<file path="src/rtl/mem_write_if.sv">
// AXI write-channel bundle for mem_write: AW/W/bready request fields and slave responses.
package mem_write_pkg;

    typedef struct packed {
        logic        awvalid;
        logic [3:0]  awid;
        logic [31:0] awaddr;
        logic [3:0]  awlen;
        logic [2:0]  awsize;
        logic [1:0]  awburst;
        logic        awlock;
        logic [3:0]  awcache;
        logic [2:0]  awprot;
        logic        wvalid;
        logic [31:0] wdata;
        logic [3:0]  wstrb;
        logic        wlast;
        logic        bready;
    } axi_w_req;

    typedef struct packed {
        logic        awready;
        logic        wready;
        logic        bvalid;
        logic [1:0]  bresp;
        logic [3:0]  bid;
    } axi_w_resp;

endpackage

interface mem_write_if;
    mem_write_pkg::axi_w_req  axi_bus_req;
    mem_write_pkg::axi_w_resp axi_bus_resp;

    modport master (output axi_bus_req, input  axi_bus_resp);
    modport slave  (input  axi_bus_req, output axi_bus_resp);
endinterface

</file>
<file path="src/rtl/mem_write.sv">
// Writeback queue draining cache lines as AXI INCR write bursts, one entry at a time.
// Optional feature: define MEM_WRITE_BRESP_CHECK_EN to raise a sticky o_bus_error on non-OKAY bresp.
module mem_write
    import mem_write_pkg::*;
#(
    parameter int unsigned LINE_BYTE_OFFSET = 6,
    parameter int unsigned DEPTH            = 2,
    parameter logic [3:0]  AXI_ID           = 4'b0000
) (
    input  logic         i_clk,
    input  logic         i_rst,
    input  logic         i_req_valid,
    input  logic [31:0]  i_req_addr,
    input  logic [3:0]   i_req_len,
    input  logic [2:0]   i_req_size,
    input  logic [3:0]   i_req_strb,
    input  logic [511:0] i_req_data,
    output logic         o_req_ready,
    output logic         o_write_process,
    output logic [31:0]  o_write_address,
    input  logic [31:0]  i_probe_addr,
    output logic         o_probe_hit,
    output logic         o_bus_error,
    mem_write_if.master  axi_bus
);

    localparam int unsigned WORDS = 16;
    localparam int unsigned PTR_W = (DEPTH > 1) ? $clog2(DEPTH) : 1;
    localparam int unsigned CNT_W = $clog2(DEPTH + 1);
    localparam logic [CNT_W-1:0] DEPTH_C  = CNT_W'(DEPTH);
    localparam logic [PTR_W-1:0] LAST_PTR = PTR_W'(DEPTH - 1);

    typedef enum logic [1:0] {S_IDLE, S_ADDR, S_DATA, S_RESP} state_t;

    state_t           state, state_n;
    logic [3:0]       beat, beat_n;
    logic [PTR_W-1:0] wr_ptr, rd_ptr;
    logic [CNT_W-1:0] count;
    logic [DEPTH-1:0] vld;
    logic             push, pop;
    axi_w_req         bus_req;
    logic             unused_ok;

    logic [31:0] addr_q [DEPTH];
    logic [3:0]  len_q  [DEPTH];
    logic [2:0]  size_q [DEPTH];
    logic [3:0]  strb_q [DEPTH];
    logic [31:0] data_q [DEPTH][WORDS];

    assign o_req_ready      = (count < DEPTH_C);
    assign push             = i_req_valid && o_req_ready;
    assign o_write_process  = (count != '0);
    assign o_write_address  = addr_q[rd_ptr];
    assign axi_bus.axi_bus_req = bus_req;
    assign unused_ok        = ^{axi_bus.axi_bus_resp, i_probe_addr[LINE_BYTE_OFFSET-1:0]};

    // Entry payload; validity is tracked separately so storage needs no reset.
    always_ff @(posedge i_clk) begin
        if (push) begin
            addr_q[wr_ptr] <= i_req_addr;
            len_q[wr_ptr]  <= i_req_len;
            size_q[wr_ptr] <= i_req_size;
            strb_q[wr_ptr] <= i_req_strb;
            for (int unsigned k = 0; k < WORDS; k++) begin
                data_q[wr_ptr][4'(k)] <= i_req_data[32*k +: 32];
            end
        end
    end

    always_ff @(posedge i_clk) begin
        if (i_rst) begin
            wr_ptr <= '0;
            rd_ptr <= '0;
            count  <= '0;
            vld    <= '0;
        end else begin
            if (push) begin
                wr_ptr      <= (wr_ptr == LAST_PTR) ? '0 : wr_ptr + PTR_W'(1);
                vld[wr_ptr] <= 1'b1;
            end
            if (pop) begin
                rd_ptr      <= (rd_ptr == LAST_PTR) ? '0 : rd_ptr + PTR_W'(1);
                vld[rd_ptr] <= 1'b0;
            end
            count <= count + CNT_W'(push) - CNT_W'(pop);
        end
    end

    always_ff @(posedge i_clk) begin
        if (i_rst) begin
            state <= S_IDLE;
            beat  <= '0;
        end else begin
            state <= state_n;
            beat  <= beat_n;
        end
    end

    // Burst sequencing; payload fields always track the head entry.
    always_comb begin
        state_n         = state;
        beat_n          = beat;
        pop             = 1'b0;
        bus_req         = '0;
        bus_req.awid    = AXI_ID;
        bus_req.awaddr  = addr_q[rd_ptr];
        bus_req.awlen   = len_q[rd_ptr];
        bus_req.awsize  = size_q[rd_ptr];
        bus_req.awburst = 2'b01;
        bus_req.wdata   = data_q[rd_ptr][beat];
        bus_req.wstrb   = strb_q[rd_ptr];
        bus_req.wlast   = (beat == len_q[rd_ptr]);
        case (state)
            S_IDLE: begin
                if (count != '0) state_n = S_ADDR;
            end
            S_ADDR: begin
                bus_req.awvalid = 1'b1;
                if (axi_bus.axi_bus_resp.awready) begin
                    state_n = S_DATA;
                    beat_n  = '0;
                end
            end
            S_DATA: begin
                bus_req.wvalid = 1'b1;
                if (axi_bus.axi_bus_resp.wready) begin
                    if (bus_req.wlast) state_n = S_RESP;
                    else               beat_n  = beat + 4'd1;
                end
            end
            S_RESP: begin
                bus_req.bready = 1'b1;
                if (axi_bus.axi_bus_resp.bvalid) begin
                    pop     = 1'b1;
                    state_n = (count > CNT_W'(1) || push) ? S_ADDR : S_IDLE;
                end
            end
            default: state_n = S_IDLE;
        endcase
    end

    // Pending-write probe covers every valid entry, including the one on the bus.
    always_comb begin
        o_probe_hit = 1'b0;
        for (int unsigned i = 0; i < DEPTH; i++) begin
            if (vld[i] && (addr_q[PTR_W'(i)][31:LINE_BYTE_OFFSET] == i_probe_addr[31:LINE_BYTE_OFFSET]))
                o_probe_hit = 1'b1;
        end
    end

`ifdef MEM_WRITE_BRESP_CHECK_EN
    always_ff @(posedge i_clk) begin
        if (i_rst)
            o_bus_error <= 1'b0;
        else if (pop && (axi_bus.axi_bus_resp.bresp != 2'b00))
            o_bus_error <= 1'b1;
    end
`else
    assign o_bus_error = 1'b0;
`endif

endmodule

</file>
<file path="src/flat_wrapper.sv">
// flat-port wrapper written by rule: the top's interface ports become plain ports
module mem_write_flat import mem_write_pkg::*;
#(
    parameter int unsigned LINE_BYTE_OFFSET = 6,
    parameter int unsigned DEPTH            = 2,
    parameter logic [3:0]  AXI_ID           = 4'b0000
)
  (i_clk, i_rst, i_req_valid, i_req_addr, i_req_len, i_req_size, i_req_strb, i_req_data, o_req_ready, o_write_process, o_write_address, i_probe_addr, o_probe_hit, o_bus_error, axi_bus_axi_bus_req, axi_bus_axi_bus_resp);
  mem_write_if axi_bus_i ();
  input  logic i_clk;
  input  logic i_rst;
  input  logic i_req_valid;
  input  logic [31:0] i_req_addr;
  input  logic [3:0] i_req_len;
  input  logic [2:0] i_req_size;
  input  logic [3:0] i_req_strb;
  input  logic [511:0] i_req_data;
  output logic o_req_ready;
  output logic o_write_process;
  output logic [31:0] o_write_address;
  input  logic [31:0] i_probe_addr;
  output logic o_probe_hit;
  output logic o_bus_error;
  output wire logic [$bits(axi_bus_i.axi_bus_req)-1:0] axi_bus_axi_bus_req;
  input wire logic [$bits(axi_bus_i.axi_bus_resp)-1:0] axi_bus_axi_bus_resp;
  assign axi_bus_axi_bus_req = axi_bus_i.axi_bus_req;
  assign axi_bus_i.axi_bus_resp = axi_bus_axi_bus_resp;
  mem_write #(.LINE_BYTE_OFFSET(LINE_BYTE_OFFSET), .DEPTH(DEPTH), .AXI_ID(AXI_ID)) u_core (.i_clk(i_clk), .i_rst(i_rst), .i_req_valid(i_req_valid), .i_req_addr(i_req_addr), .i_req_len(i_req_len), .i_req_size(i_req_size), .i_req_strb(i_req_strb), .i_req_data(i_req_data), .o_req_ready(o_req_ready), .o_write_process(o_write_process), .o_write_address(o_write_address), .i_probe_addr(i_probe_addr), .o_probe_hit(o_probe_hit), .o_bus_error(o_bus_error), .axi_bus(axi_bus_i));
endmodule
</file>
<file path="config.mk">
export PLATFORM = sky130hd
export DESIGN_NAME = mem_write_flat
export DESIGN_NICKNAME = d
export VERILOG_FILES = /design/src/rtl/mem_write_if.sv /design/src/rtl/mem_write.sv /design/src/flat_wrapper.sv
export SDC_FILE = /design/constraint.sdc
export NUM_CORES = 1
export LEC_CHECK = 0
export ABC_AREA = 1
export BUFFER_PORTS_ARGS = -buffer_cell sky130_fd_sc_hd__buf_2
export CORE_ASPECT_RATIO = 0.8
export CORE_MARGIN = 2
export CORE_UTILIZATION = 40
export DETAILED_ROUTE_END_ITERATION = 10
export GPL_ROUTABILITY_DRIVEN = 0
export GPL_TIMING_DRIVEN = 0
export PLACE_DENSITY_LB_ADDON = 0.15
export SLEW_MARGIN = 20
export SYNTH_ARGS = -nofsm -noshare
export SYNTH_HDL_FRONTEND = slang
export SYNTH_SLANG_ARGS = --single-unit
export TNS_END_PERCENT = 20
</file>
<file path="constraint.sdc">
create_clock -name i_clk -period 94.6 [get_ports i_clk]
set_input_delay 18.92 -clock i_clk [delete_from_list [all_inputs] [get_ports i_clk]]
set_output_delay 18.92 -clock i_clk [all_outputs]
set_load 0.01 [all_outputs]
</file>
Yosys cells after proc, flatten, opt, wreduce, memory -nomap -nowiden
Memories as Yosys holds them, arrays and structs flattened. A register that Yosys moved wholly into a read port is not among the register bits.
Cells that the tools add are included.

storage, ports and cells
  logic and storage cells = 92
  memories = 5
  register bits = 12
  bits in writable memories = 1110

cells by class
  reductions and logical operators = 11
  eq/ne operators = 12
  muxes and demuxes = 42
  add/sub/neg operators = 5
  order comparisons = 7
  bitwise operators = 4

memory list
  memory         depth  bits a word  read ports  clocked after Yosys merged registers in  write ports  RTL line         source
  u_core.data_q  2      512          1           1                                        1            mem_write.sv:48  logic [31:0] data_q [DEPTH][WORDS];
  u_core.addr_q  2      32           3           1                                        1            mem_write.sv:44  logic [31:0] addr_q [DEPTH];
  u_core.len_q   2      4            1           1                                        1            mem_write.sv:45  logic [3:0] len_q [DEPTH];
  u_core.strb_q  2      4            1           1                                        1            mem_write.sv:47  logic [3:0] strb_q [DEPTH];
  u_core.size_q  2      3            1           1                                        1            mem_write.sv:46  logic [2:0] size_q [DEPTH];

operators with widths
  kind                                                         number
  binary-select mux 32 bit (select 4 bit)                      1
  2-to-1 mux 32 bit                                            2
  equality test 26 bit                                         2
  2-to-1 mux 1 bit                                             24
  2-to-1 mux 2 bit                                             8
  2-to-1 mux 4 bit                                             3
  inequality test 2 bit (second input constant)                6
  one-hot mux 2 bit (4 select lines)                           1
  one-hot mux 4 bit (2 select lines)                           1
  >= comparator 5 bit (second input constant)                  1
  logical AND 1 bit                                            5
  inverter 4 -> 5 bit                                          1
  AND reduction 5 bit                                          1
  adder 4 x 1 -> 4 bit (second input constant)                 1
  equality test 2 bit (second input constant)                  2
  equality test 4 bit                                          1
  less-than comparator 1 x 2 -> 1 bit (second input constant)  2
  AND reduction 4 bit                                          1
  nonzero test 2 bit                                           2
  adder 1 bit (second input constant)                          2
  adder 2 x 1 -> 2 bit                                         1
  AND 2 bit                                                    1
  demux 1 bit (select 1 bit)                                   2
  equality test 2 x 1 -> 1 bit (second input constant)         1
  other kinds (8)                                              9

Logic depth before layout (Yosys ltp)
  depth after elaboration = 9
  mapped depth = 12
  gate-level depth less buffers = 11

Worst setup path after synthesis
No wires, ideal clock.

  path type = input -> register
  start = in i_req_valid
  end = reg u_core.vld[0]
  cell stages on the path = 6
  arrival time = 43625 ps
  setup time = 148 ps
  path slack = 50827 ps
  required time = 94452 ps
  path through = inv_1 nor2_1 inv_1 nor2_1 o21ai_0 a21oi_1

between the ends
  word-level cells in the longest chain between the ends = 5

ends and longest elaborated chain
  what                           RTL line            source
  start, declared                flat_wrapper.sv:12  input logic i_req_valid;
  logical AND 1 bit *            mem_write.sv:51     assign push = i_req_valid && o_req_ready;
  via u_core.push                mem_write.sv:40     logic push, pop;
  2-to-1 mux 2 bit *             mem_write.sv:77     if (push) begin
  2-to-1 mux 2 bit *             mem_write.sv:71     if (i_rst) begin
  AND 2 bit (no line)            n/a
  2-to-1 mux 2 bit *             mem_write.sv:81     if (pop) begin
  end signal, assigned           mem_write.sv:75     vld <= '0;
  end signal, assigned by index  mem_write.sv:79     vld[wr_ptr] <= 1'b1;
  end signal, assigned by index  mem_write.sv:83     vld[rd_ptr] <= 1'b0;
  end, declared                  mem_write.sv:39     logic [DEPTH-1:0] vld;

Mark *: on every way through the listed nets, which the timed path passes. The rest lies on a longest branch. The select of a mux whose other input is x is not followed.
A chain may end at the register's enable or synchronous reset.

Final worst setup path
  start = in i_probe_addr[28]
  end = out o_probe_hit

between the ends
  word-level cells in the longest chain between the ends = 4
  elaborated cells between the ends (all ways) = 6

ends and longest elaborated chain
  what                  RTL line            source
  start, declared       flat_wrapper.sv:21  input logic [31:0] i_probe_addr;
  equality test 26 bit  mem_write.sv:146    if (vld[i] && (addr_q[PTR_W'(i)][31:LINE_BYTE_OFFSET] == i_probe_addr[31:LINE_BYTE_OFFSET]))
  logical AND 1 bit     mem_write.sv:146
  2-to-1 mux 1 bit      mem_write.sv:146
  2-to-1 mux 1 bit *    mem_write.sv:146
  end, declared         flat_wrapper.sv:22  output logic o_probe_hit;

Mark *: on every way between the ends. The rest lies on a longest branch, timed or not.

==> flow_metrics.env <==
export IMPL_status="completed"
export IMPL_synth_most_common_cell="edfxtp_1"
export IMPL_antenna_left=0
export IMPL_layoutNonFillerInstCount=5943
export IMPL_start_util_pct=40.5
export IMPL_hold_violations=0
export IMPL_dieArea_sq_um=115000
export IMPL_antenna_found_initial=105
export IMPL_leakagePower_nw=20.3
export IMPL_drt_wl_total_mm=165
export IMPL_crit_chain="buf_2 -> xnor2_1 -> nand2_1 -> nor3_1 -> nand2_1 -> nor2_1 -> nand2_1 -> nand2_1 -> buf_2"
export IMPL_max_freq_ghz=0.0255
export IMPL_power_density_nw_per_um2=26.9
export IMPL_overflow=0
export IMPL_critical_path_peak_fanout=2
export IMPL_ys_seq_area_share_pct=74.9
export IMPL_port_buffers=700
export IMPL_rsz0062_at_grt="false"
export IMPL_drv_slew=0
export IMPL_syn_avg_cell_area_sq_um=13.1
export IMPL_critical_path_class="input port to output port"
export IMPL_fin_crit_sh_pct=41.5
export IMPL_die_x_um=378
export IMPL_cp_required_ns=75.68
export IMPL_cts_resized=0
export IMPL_cts_hold_buffers=0
export IMPL_synthDistinctLibCells=31
export IMPL_grt_usage_pct=28.0
export IMPL_fp_dieH_um=304
export IMPL_drive_above_1_share_pct=24.4
export IMPL_synth_top_area_share_pct=74.3
export IMPL_drt_initial_drc_count=3526
export IMPL_clkSinkCount=1123
export IMPL_grt_pass1_vias=30627
export IMPL_setup_viol=0
export IMPL_crit_family="simple AND/OR/NAND/NOR gates"
export IMPL_dp_hpwl_mm=122
export IMPL_slew_headroom_pct=19.5
export IMPL_tritoncts="built"
export IMPL_first_pass_iters=6
export IMPL_ys_ff_latch=1123
export IMPL_maxCapViolCount=0
export IMPL_yosys_warnings=0
export IMPL_numCtsBuffers=114
export IMPL_crit_top_cell="nand2_1"
export IMPL_clk_pin_slew_ns=0.06
export IMPL_ir_worst_vdd_uv=18.0
export IMPL_syn_inst=3415
export IMPL_end_kind="output port"
export IMPL_htreeDepth=3
export IMPL_setup_tns_ns=0
export IMPL_synth_common_cells="edfxtp_1, nor2_1, o21ai_0"
export IMPL_cts_setup_buffers=0
export IMPL_critPathMaxStageDelay_ns=0.36
export IMPL_root_buffer="clkbuf_16"
export IMPL_crit_buf_inv=2
export IMPL_syn_to_final_growth_pct=23.2
export IMPL_drc=0
export IMPL_worstMarginPinSlew_ns=1.21
export IMPL_critPathLaunchType="input port"
export IMPL_coreArea_sq_um=111000
export IMPL_ys_async_sr_fraction_pct=0
export IMPL_synth_ff_type="edfxtp_1"
export IMPL_grt_pass1_wl_mm=222
export IMPL_hold_worst_slack_ns=0.503
export IMPL_finClkSkew_ns=0.0184
export IMPL_clk_latency_ns=0.74
export IMPL_wl_per_cell_um=27.7
export IMPL_detail_route_vias_per_cell=5.41
export IMPL_slowest_stage="nor3_1"
export IMPL_fillCellCount=9872
export IMPL_hold_path_class="flop to flop"
export IMPL_grt_max_degree=26
export IMPL_total_power_mw=1.49
export IMPL_critPathArrivalTime_ns=20.35
export IMPL_routed_via_count=32145
export IMPL_num_rows=109
export IMPL_synth_edf_count=1110
export IMPL_synth_area_top_cells="edfxtp_1, o21ai_0, nor2_1"
export IMPL_place_inst=5684
export IMPL_fin_crit_ns=39.27
export IMPL_yosys_area_top_type="edfxtp_1"
export IMPL_io_pins=728
export IMPL_clock_path_buffers=3
export IMPL_syn_cell_area_sq_um=44900
export IMPL_final_nets=4910
==> per-stage QoR <==
| step | instance area, sq um | util [%] | setup WS [ns] |
|---|---|---|---|
| 6_report | 55300 | 49.8 | 55.33 |
| 5_1_grt | 55200 | 49.8 | 55.35 |
| 4_1_cts | 55100 | 49.7 | 55.40 |
| 3_5_place_dp | 51700 | 46.6 | 55.42 |
| 3_3_place_gp | 50300 | 45.4 | 35.29 |
| 2_1_floorplan | 44900 | - | 50.83 |
==> flip-flops by register name, indices dropped and copies added (netlist names), 4 cells and up, named ones only <==
| signal | cells |
|---|---|
| u_core.data_q | 1024 |
| u_core.addr_q | 64 |
| u_core.len_q | 8 |
| u_core.strb_q | 8 |
| u_core.size_q | 6 |
| u_core.beat | 4 |
==> kinds of logic after synthesis <==
kind of cell    after synthesis  share of synthesized area [%]
flops                      1123                           74.9
simple gates               1104                           9.70
compound gates              825                           11.2
buf+inv                     327                           3.52
xor+xnor                     26                          0.508
fa+ha+maj                     8                          0.223
other cells                   2                         0.0167
==> tightest hold or removal path: stages (launching register included) <==
cell,delay (ns)
dfxtp_1,0.29
inv_1,0.09
a21oi_1,0.07
==> cell usage in the layout, fill, tap and decap left out, drive strengths merged, types with 11 or more instances in the layout <==
| cell | count |
|---|---|
| o211ai | 97 |
| o22ai | 11 |
| nand2 | 314 |
| nor2 | 637 |
| clkbuf | 262 |
| nand3 | 142 |
| o21ai | 540 |
| dfxtp | 13 |
| o221ai | 161 |
| edfxtp | 1110 |
| clkinv | 57 |
| buf | 907 |
| xnor2 | 17 |
| a21oi | 12 |
| diode | 49 |
| conb | 15 |
| inv | 58 |
==> final timing paths <==
check	startpoint	endpoint	slack (ns)	cells after the start
hold / removal	u_core.rd_ptr	u_core.rd_ptr	0.50	2
setup / recovery	i_probe_addr[28]	o_probe_hit	55.33	9
hold reg to reg	u_core.rd_ptr	u_core.rd_ptr	0.50	2
setup reg to reg	u_core.count[1]	u_core.data_q[1][497]	91.29	12
==> where the power goes <==
part | internal [mW] | switching (mW)
sequential | 0.598 | 0.0116
clock | 0.235 | 0.192
combinational | 0.123 | 0.329
total | 0.956 | 0.533
==> final cells by class <==
class | instances | area, sq um | area share [%]
Tap cell | 1498 | 1870 | 3.39
Sequential cell | 1123 | 33600 | 60.8
Antenna cell | 49 | 123 | 0.222
Multi-Input combinational cell | 1978 | 9750 | 17.7
Clock buffer | 135 | 2950 | 5.34
Timing Repair Buffer | 759 | 4890 | 8.84
Buffer | 275 | 1390 | 2.52
Clock inverter | 74 | 490 | 0.888
Inverter | 52 | 195 | 0.353
==> metal layers <==
metal | global-route usage [%] | part of all wire, % | up-vias
met3 | 10.4 | 11 | 309
met4 | 9.03 | 2.9 | 80
li1 | - | - | 14482
met5 | 0 | 0.29 | -
met2 | 42.8 | 46 | 1449
met1 | 36.9 | 40 | 15825
Power figures use the tool's default switching activity.
